$ cat src/rtl/imem_loader_if.sv
`default_nettype none
// ============================================================================
// imem_loader_if : host byte stream + instruction-memory write port
// Revision 1.0
// ============================================================================
interface imem_loader_if #(
  parameter int ADDR_W = 9
);
  logic              in_valid;
  logic [7:0]        in_data;
  logic              in_ready;
  logic              we;
  logic [ADDR_W-1:0] waddr;
  logic [31:0]       wdata;

  // master: host link and imem side; slave: the loader
  modport master (output in_valid, in_data, input in_ready, we, waddr, wdata);
  modport slave  (input in_valid, in_data, output in_ready, we, waddr, wdata);
endinterface
`default_nettype wire

$ cat src/rtl/imem_loader.sv
`default_nettype none
// ============================================================================
// imem_loader : boots the instruction memory from a little-endian byte stream.
// Optional trailer checksum enabled by IMEM_LOADER_CSUM_EN.    Revision 1.0
// ============================================================================
module imem_loader #(
  parameter int DEPTH  = 512,
  parameter int ADDR_W = 9
) (
  input  wire logic    clk,
  input  wire logic    reset_n,
  input  wire logic    start,
  imem_loader_if.slave bus,
  output logic         cpu_halt,
  output logic         busy,
  output logic         done,
  output logic         err,
  output logic [15:0]  words_loaded
);

  localparam logic [16:0] DEPTH_EXT = 17'(DEPTH);

  typedef enum logic [2:0] {
    IDLE   = 3'd0,
    CNT_LO = 3'd1,
    CNT_HI = 3'd2,
    DATA   = 3'd3,
`ifdef IMEM_LOADER_CSUM_EN
    CSUM   = 3'd4,
`endif
    FINISH = 3'd5
  } state_t;

  state_t            state, state_nx;
  logic [15:0]       n, n_nx;
  logic [1:0]        byte_idx, byte_idx_nx;
  logic [31:0]       wdata, wdata_nx;
  logic [ADDR_W-1:0] waddr, waddr_nx;
  logic              we, we_nx;
  logic [15:0]       words_nx;
  logic              busy_nx, done_nx, err_nx, halt_nx;
  logic              in_ready, accept, last_word, finish;
  logic [15:0]       n_full;
`ifdef IMEM_LOADER_CSUM_EN
  logic [7:0]        csum, csum_nx;
`endif

`ifdef IMEM_LOADER_CSUM_EN
  assign in_ready = (state == CNT_LO) || (state == CNT_HI) || (state == DATA) || (state == CSUM);
`else
  assign in_ready = (state == CNT_LO) || (state == CNT_HI) || (state == DATA);
`endif

  assign accept    = bus.in_valid && in_ready;
  assign n_full    = {bus.in_data, n[7:0]};
  // words_loaded doubles as the index of the word being assembled
  assign last_word = ((words_loaded + 16'd1) == n);

  assign bus.in_ready = in_ready;
  assign bus.we       = we;
  assign bus.waddr    = waddr;
  assign bus.wdata    = wdata;

  always_comb begin
    state_nx    = state;
    n_nx        = n;
    byte_idx_nx = byte_idx;
    wdata_nx    = wdata;
    waddr_nx    = waddr;
    we_nx       = 1'b0;
    words_nx    = words_loaded;
    busy_nx     = busy;
    done_nx     = 1'b0;
    err_nx      = err;
    halt_nx     = cpu_halt;
    finish      = 1'b0;
`ifdef IMEM_LOADER_CSUM_EN
    csum_nx     = csum;
`endif
    case (state)
      IDLE: begin
        if (start) begin
          state_nx    = CNT_LO;
          busy_nx     = 1'b1;
          halt_nx     = 1'b1;
          err_nx      = 1'b0;
          words_nx    = 16'd0;
          byte_idx_nx = 2'd0;
`ifdef IMEM_LOADER_CSUM_EN
          csum_nx     = 8'd0;
`endif
        end
      end
      CNT_LO: begin
        if (accept) begin
          n_nx[7:0] = bus.in_data;
          state_nx  = CNT_HI;
        end
      end
      CNT_HI: begin
        if (accept) begin
          n_nx = n_full;
          if (n_full == 16'd0) begin
`ifdef IMEM_LOADER_CSUM_EN
            state_nx = CSUM;
`else
            finish = 1'b1;
`endif
          end else begin
            // oversize images are still consumed in full, only flagged
            if ({1'b0, n_full} > DEPTH_EXT) err_nx = 1'b1;
            state_nx = DATA;
          end
        end
      end
      DATA: begin
        if (accept) begin
          wdata_nx[{byte_idx, 3'b000} +: 8] = bus.in_data;
          byte_idx_nx = byte_idx + 2'd1;
`ifdef IMEM_LOADER_CSUM_EN
          csum_nx = csum + bus.in_data;
`endif
          if (byte_idx == 2'd3) begin
            we_nx    = ({1'b0, words_loaded} < DEPTH_EXT);
            waddr_nx = words_loaded[ADDR_W-1:0];
            words_nx = words_loaded + 16'd1;
            if (last_word) begin
`ifdef IMEM_LOADER_CSUM_EN
              state_nx = CSUM;
`else
              finish = 1'b1;
`endif
            end
          end
        end
      end
`ifdef IMEM_LOADER_CSUM_EN
      CSUM: begin
        if (accept) begin
          if (bus.in_data != csum) err_nx = 1'b1;
          finish = 1'b1;
        end
      end
`endif
      FINISH:  state_nx = IDLE;
      default: state_nx = IDLE;
    endcase

    // a failed session keeps the core halted until the next good load
    if (finish) begin
      state_nx = FINISH;
      busy_nx  = 1'b0;
      if (!err_nx) begin
        done_nx = 1'b1;
        halt_nx = 1'b0;
      end
    end
  end

  always_ff @(posedge clk or negedge reset_n) begin
    if (!reset_n) begin
      state        <= IDLE;
      n            <= 16'd0;
      byte_idx     <= 2'd0;
      wdata        <= 32'd0;
      waddr        <= '0;
      we           <= 1'b0;
      words_loaded <= 16'd0;
      busy         <= 1'b0;
      done         <= 1'b0;
      err          <= 1'b0;
      cpu_halt     <= 1'b0;
`ifdef IMEM_LOADER_CSUM_EN
      csum         <= 8'd0;
`endif
    end else begin
      state        <= state_nx;
      n            <= n_nx;
      byte_idx     <= byte_idx_nx;
      wdata        <= wdata_nx;
      waddr        <= waddr_nx;
      we           <= we_nx;
      words_loaded <= words_nx;
      busy         <= busy_nx;
      done         <= done_nx;
      err          <= err_nx;
      cpu_halt     <= halt_nx;
`ifdef IMEM_LOADER_CSUM_EN
      csum         <= csum_nx;
`endif
    end
  end

endmodule
`default_nettype wire

$ cat src/flat_wrapper.sv
// flat-port wrapper written by rule: the top's interface ports become plain ports
module imem_loader_flat 
#(
  parameter int DEPTH  = 512,
  parameter int ADDR_W = 9
)
  (clk, reset_n, start, cpu_halt, busy, done, err, words_loaded, bus_in_valid, bus_in_data, bus_in_ready, bus_we, bus_waddr, bus_wdata);
  imem_loader_if #(.ADDR_W(ADDR_W)) bus_i ();
  input  wire logic clk;
  input  wire logic reset_n;
  input  wire logic start;
  output logic cpu_halt;
  output logic busy;
  output logic done;
  output logic err;
  output logic [15:0] words_loaded;
  input wire logic [$bits(bus_i.in_valid)-1:0] bus_in_valid;
  input wire logic [$bits(bus_i.in_data)-1:0] bus_in_data;
  output wire logic [$bits(bus_i.in_ready)-1:0] bus_in_ready;
  output wire logic [$bits(bus_i.we)-1:0] bus_we;
  output wire logic [$bits(bus_i.waddr)-1:0] bus_waddr;
  output wire logic [$bits(bus_i.wdata)-1:0] bus_wdata;
  assign bus_i.in_valid = bus_in_valid;
  assign bus_i.in_data = bus_in_data;
  assign bus_in_ready = bus_i.in_ready;
  assign bus_we = bus_i.we;
  assign bus_waddr = bus_i.waddr;
  assign bus_wdata = bus_i.wdata;
  imem_loader #(.DEPTH(DEPTH), .ADDR_W(ADDR_W)) u_core (.clk(clk), .reset_n(reset_n), .start(start), .bus(bus_i), .cpu_halt(cpu_halt), .busy(busy), .done(done), .err(err), .words_loaded(words_loaded));
endmodule
$ cat config.mk
export PLATFORM = sky130hd
export DESIGN_NAME = imem_loader_flat
export DESIGN_NICKNAME = d
export VERILOG_FILES = /design/src/rtl/imem_loader_if.sv /design/src/rtl/imem_loader.sv /design/src/flat_wrapper.sv
export SDC_FILE = /design/constraint.sdc
export NUM_CORES = 1
export LEC_CHECK = 0
export ABC_AREA = 1
export CAP_MARGIN = 20
export CORE_MARGIN = 8
export CORE_UTILIZATION = 57
export DETAILED_ROUTE_END_ITERATION = 10
export PLACE_DENSITY_LB_ADDON = 0.3
export SYNTH_ARGS = -nofsm -noshare
export SYNTH_HDL_FRONTEND = slang
export SYNTH_SLANG_ARGS = --single-unit
$ cat constraint.sdc
create_clock -name clk -period 5.7 [get_ports clk]
set_clock_uncertainty 0.1 [all_clocks]
set_input_delay 1.14 -clock clk [delete_from_list [all_inputs] [get_ports clk]]
set_output_delay 1.14 -clock clk [all_outputs]
set_load 0.005 [all_outputs]
==> results of run 1 <==
-- cells in the mapped netlist, drive strengths merged --
library cell,instances
o22ai,10
buf,3
nor3,4
a22oi,1
a21oi,10
o21ai,56
inv,76
nand4,11
nand3,64
dfrtp,83
nand2,152
nand3b,3
o21bai,2
ha,7
and2,1
xnor3,3
clkinv,1
clkbuf,8
nor2,52
xor2,3
-- per-layer routing --
| layer | global-route usage, % | wire length, um |
|---|---|---|
| met5 | 0 | 0 |
| met4 | 9.12 | 259 |
| met3 | 3.85 | 856 |
| met2 | 38.3 | 5460 |
| met1 | 27.7 | 4650 |
-- layout make-up --
cell class	instances	area, sq um
Sequential cell	83	2080
Fill cell	585	1930
Multi-Input combinational cell	379	1880
Timing Repair Buffer	75	766
Inverter	77	289
Clock buffer	11	141
Tap cell	99	124
Clock inverter	4	51.3
-- registers in the layout, summed over array words and instances, names as in the netlist --
signal,flops
u_core.bus.waddr,9
u_core.bus.wdata,32
u_core.bus.we,1
u_core.busy,1
u_core.byte_idx,2
u_core.cpu_halt,1
u_core.done,1
u_core.err,1
u_core.n,16
u_core.state,3
u_core.words_loaded,16
-- logic make-up (layout without fill, tap and decap cells) --
kind of cell,after synthesis,in the layout
and+or+nand+nor,287,287
buffers and inverters,88,167
DFF,83,83
AOI/OAI and AO/OA,79,79
adders and majority gates,7,7
xor gates and xnor gates,6,6
-- through the flow --
stage	instances	area, sq um	power, uW	setup slack, ps
5_1_grt	728	5320	2330	2300
3_3_place_gp	712	5100	1710	2290
6_report	728	5320	2180	2510
4_1_cts	727	5300	2180	2550
2_1_floorplan	550	4290	1350	3360
3_5_place_dp	712	5100	1760	2200
-- worst reg2reg max path, delay by kind of cell (launching register included) --
family | cells | cell delay (ps)
AO/OA/AOI/OAI | 1 | 300
buffers and inverters | 2 | 710
flip-flops | 1 | 400
AND/OR/NAND/NOR | 4 | 890
-- power by group through the flow --
stage / clock network, uW / logic (uW) / registers [uW]
floorplan: 0 / 466 / 882
global placement: 0 / 811 / 900
detailed placement: 0 / 848 / 909
CTS: 425 / 852 / 902
global route: 446 / 959 / 927
finish: 421 / 850 / 905
-- path summary, 6_finish.rpt --
check	from	endpoint	cells after the start
max in group asynchronous	reset_n	u_core.bus.wdata[16]	2
max	bus_in_valid	u_core.words_loaded[15]	8
min	u_core.bus.waddr[8]	u_core.bus.waddr[8]	2
min reg2reg	u_core.bus.waddr[8]	u_core.bus.waddr[8]	2
max reg2reg	u_core.state[0]	u_core.words_loaded[15]	7
min in group asynchronous	reset_n	u_core.bus.waddr[3]	1
==> flow_summary.yaml, run 1 <==
routing:
  firstDrtPassIters: 6
  postRouteAntennaNets: 0
  drc_errors: 0
  wl_per_cell_um: 15.4
  wl_um: 11200
  vias: 4037
  via_per_inst: 5.55
  drt_iter0_drc: 266
clocking:
  postCtsSetupBuffers: 0
  cts-root-buf: "clkbuf_8"
  insertion_delay_ps: 360
  cts_resized: 0
  clock_sinks: 83
  cts_tree: "built"
  numCtsBuffers: 9
  clkSlewWorstSetupHoldPaths_ps: 70
  postCtsHoldBufs: 0
  h-tree-depth: 3
  clockBufferDepth: 2
worst_setup_path:
  required_ps: 5870
  r2r_setup_slack_ps: 3190
  critical_path_class: "input pin to flop"
  cp_top_family: "buffers and inverters"
  max_stage_delay_ps: 450
  cp_common_cell: "inv_2"
  slowest_stage: "clkdlybuf4s50_1"
  worst-path-buf-inv: 4
  end_kind: "flop"
  crit_path_max_fanout: 31
  path_cells: "clkdlybuf4s50_1 -> inv_1 -> nor2_1 -> inv_2 -> nor2_4 -> inv_2 -> nand2_1 -> o22ai_1"
  start_kind: "input pin"
  arrival_ps: 3360
synthesis:
  syn-instance-count: 550
  synth-seq-cells: 83
  synth.distinct_cells: 26
  yosysTopAreaCell: "dfrtp_1"
  synthMuxAreaShare_pct: 0
  synthAdderAreaFrac_pct: 2.04
  synth.avg_cell_area_sq_um: 7.80
  synth_seq_area_share_pct: 48.4
  synth_compound_gate_area_share_pct: 9.68
  yosysWarnings: 0
  netlist_area_sq_um: 4290
  synthSimpleGateAreaFrac_pct: 29.8
  synth.top_cell.area_share_pct: 48.4
  yosys-top-cells-area: "dfrtp_1 48%, nand2_1 13%, nand3_1 7.4%"
  synth_top_family_by_area: "simple AND/OR/NAND/NOR gates"
  synthXorXnorAreaFrac_pct: 2.19
  synth_nets: 569
timing:
  finalCriticalPeriod_ps: 3190
  slew_headroom_pct: 37.9
  fin_crit_sh_pct: 55.9
  worst_pin_slew_ps: 928
  fmax_ghz: 0.314
  fin_setup_tns_ps: 0
  whs_ps: 392
  grt_setup_unrepaired: "false"
  setup_violations: 0
  maxSlewViolCount: 0
  hold_violations: 0
floorplan:
  core_area_sq_um: 7250
  io_pins: 75
  die_x_um: 103
  start_util_pct: 59.1
  dieHeight_um: 103
  die-area_sq_um: 10600
  num_rows: 31
global_routing:
  grt_start_max_net_pins: 84
  antenna_found_initial: 0
  grt_overflow: 0
  grt_pass1_vias: 3959
  grt_usage_pct: 22.5
  grt_pass1_wl_um: 18500
finish:
  final_common_cell: "nand2_1"
  layout_common_cells: "145 x nand2_1, 83 x dfrtp_1, 73 x clkdlybuf4s50_1"
  syn_to_final_growth_pct: 24.1
  n_antenna_cell: 0
  post-route-util_pct: 73.4
  drive_gt1_share_pct: 6.04
  finish.net_count: 644
place:
  io_buffer_count: 74
  dpl.hpwl_um: 8290
  gp_congestion: 0.889
worst_hold_path:
  hold_class: "flop to flop"
power_and_ir_drop:
  powerDensity_nw_per_um2: 409
  p_int_uw: 1370
  seqPwrFrac_pct: 41.6
  leakage_uw: 0.00260
  swShare_pct: 36.9
  pwr-share-comb_pct: 39.1
  p_sw_uw: 804
  clkPwrFrac_pct: 19.3
  vdd_ir_drop_max_mv: 0.306
job:
  maxCapViolations: 0
run_status:
  status: "finished, final reports clean"
Power figures use the tool's default switching activity.
==> inputs of run 2 (changes only) <==
Settings changed: CORE_UTILIZATION 57 to 48.
Clock period 5.7 ns to 2.8 ns, I/O delays scaled along.
==> run 2 against run 1 <==
  * Die area grew 16%
  * First-iteration DRC count shrank 34%
  * Global-route usage shrank 4.2 points
  * Via count shrank 3.9%
  * Setup slack lost 2300 ps
  * Count of clock-buffer cells in the layout shrank 2
  * Largest cell class unchanged
  * Highest routed layer unchanged
==> flow_summary.yaml, run 2 (synthesized netlist as in run 1, its figures left out) <==
global_routing:
  antenna_found_initial: 0
  grt_start_max_net_pins: 45
  grt_pass1_wl_um: 18700
  grt_overflow: 0
  grt_pass1_vias: 3908
  grt_usage_pct: 18.3
clocking:
  cts-root-buf: "clkbuf_8"
  clockBufferDepth: 2
  clock_sinks: 83
  postCtsHoldBufs: 0
  postCtsSetupBuffers: 0
  h-tree-depth: 3
  cts_tree: "built"
  cts_resized: 0
  numCtsBuffers: 9
  clkSlewWorstSetupHoldPaths_ps: 80
  insertion_delay_ps: 360
run_status:
  status: "finished, final reports clean"
finish:
  largest_register_ffs: 32
  layout_common_cells: "145 x nand2_1, 83 x dfrtp_1, 73 x clkdlybuf4s50_1"
  finish.net_count: 654
  syn_to_final_growth_pct: 26.5
  drive_gt1_share_pct: 7.67
  regMostFlops: "u_core.bus.wdata"
  biggestRegsByFlops: "u_core.bus.wdata: 32 flops, u_core.n: 16 flops, u_core.words_loaded: 16 flops"
  fillCellCount: 770
  post-route-util_pct: 62.5
  n_antenna_cell: 0
  final_common_cell: "nand2_1"
routing:
  drc_errors: 0
  firstDrtPassIters: 5
  via_per_inst: 5.19
  vias: 3879
  drt_iter0_drc: 175
  wl_um: 11100
  postRouteAntennaNets: 0
  wl_per_cell_um: 14.8
worst_setup_path:
  required_ps: 2140
  reg2reg_depth: 7
  worstReg2RegEnd: "u_core.bus.wdata[7]"
  reg2reg_from: "u_core.byte_idx[0]"
  start_kind: "flop"
  arrival_ps: 1890
  crit_path_max_fanout: 3
  critical_path_class: "flop to output pin"
  end_kind: "output pin"
  r2r_setup_slack_ps: 450
timing:
  setup_violations: 0
  grt_setup_unrepaired: "false"
  maxSlewViolCount: 0
  slew_headroom_pct: 61.7
  finalCriticalPeriod_ps: 2550
  fin_crit_sh_pct: 90.9
  worst_pin_slew_ps: 573
  hold_violations: 0
  fin_setup_tns_ps: 0
  fmax_ghz: 0.393
floorplan:
  die-area_sq_um: 12200
  die_x_um: 111
  io_pins: 75
  core_area_sq_um: 8680
  num_rows: 34
  start_util_pct: 49.4
  dieHeight_um: 111
power_and_ir_drop:
  vdd_ir_drop_max_mv: 0.430
  powerDensity_nw_per_um2: 839
  leakage_uw: 0.00266
place:
  io_buffer_count: 74
  gp_congestion: 0.931
  dpl.hpwl_um: 8450
job:
  maxCapViolations: 0
worst_hold_path:
  hold_class: "input pin to async pin"
## run 2: worst max path at each step
| stage | startpoint | endpoint | slack, ps |
|---|---|---|---|
| after floorplan | u_core.byte_idx[0] | u_core.bus.wdata[23] | 760 |
| after global placement | bus_in_data[7] | u_core.state[1] | 350 |
| after detailed placement | bus_in_data[7] | u_core.state[1] | 230 |
| after CTS | u_core.state[0] | bus_in_ready | 260 |
| after global routing | u_core.state[0] | bus_in_ready | 110 |
| final | u_core.state[0] | bus_in_ready | 250 |
## run 2: layout make-up
class / count / area, sq um / share of cell area (%)
Clock buffer: 9 / 124 / 2.28
Timing Repair Buffer: 85 / 833 / 15.4
Clock inverter: 6 / 90.1 / 1.66
Inverter: 77 / 289 / 5.33
Multi-Input combinational cell: 379 / 1880 / 34.6
Sequential cell: 83 / 2080 / 38.3
Tap cell: 108 / 135 / 2.49
## run 2: routing by layer
| metal | vias up | wire, um | track usage (%) |
|---|---|---|---|
| met5 | - | 0 | 0 |
| met4 | 0 | 259 | 7.30 |
| met2 | 106 | 5260 | 29.8 |
| met1 | 1809 | 4970 | 22.4 |
| met3 | 19 | 597 | 4.82 |
| li1 | 1945 | - | - |
## run 2: where the power goes
group / total (uW) / switching [uW] / internal [uW]
registers: 1840 / 285 / 1560
logic: 1760 / 925 / 832
clock network: 953 / 452 / 501
## run 2: critical path, cell delays in order (launching register included)
cell and delay, ps:
dfrtp_1 410, nor2_1 140, inv_1 80, nor2_1 140
inv_1 70, nand2_1 70, inv_1 50, nand2_1 60
clkdlybuf4s50_1 510
## run 2: stage by stage
stage | setup WS (ps) | hold slack [ps] | std cells | area, sq um | total power (uW)
floorplan | 764 | 164 | 550 | 4290 | 2740
global placement | 355 | 366 | 732 | 5210 | 3580
detailed placement | 225 | 373 | 732 | 5210 | 3630
CTS | 259 | 97.6 | 747 | 5420 | 4590
global route | 108 | 110 | 747 | 5420 | 4890
finish | 254 | 72.1 | 747 | 5420 | 4550
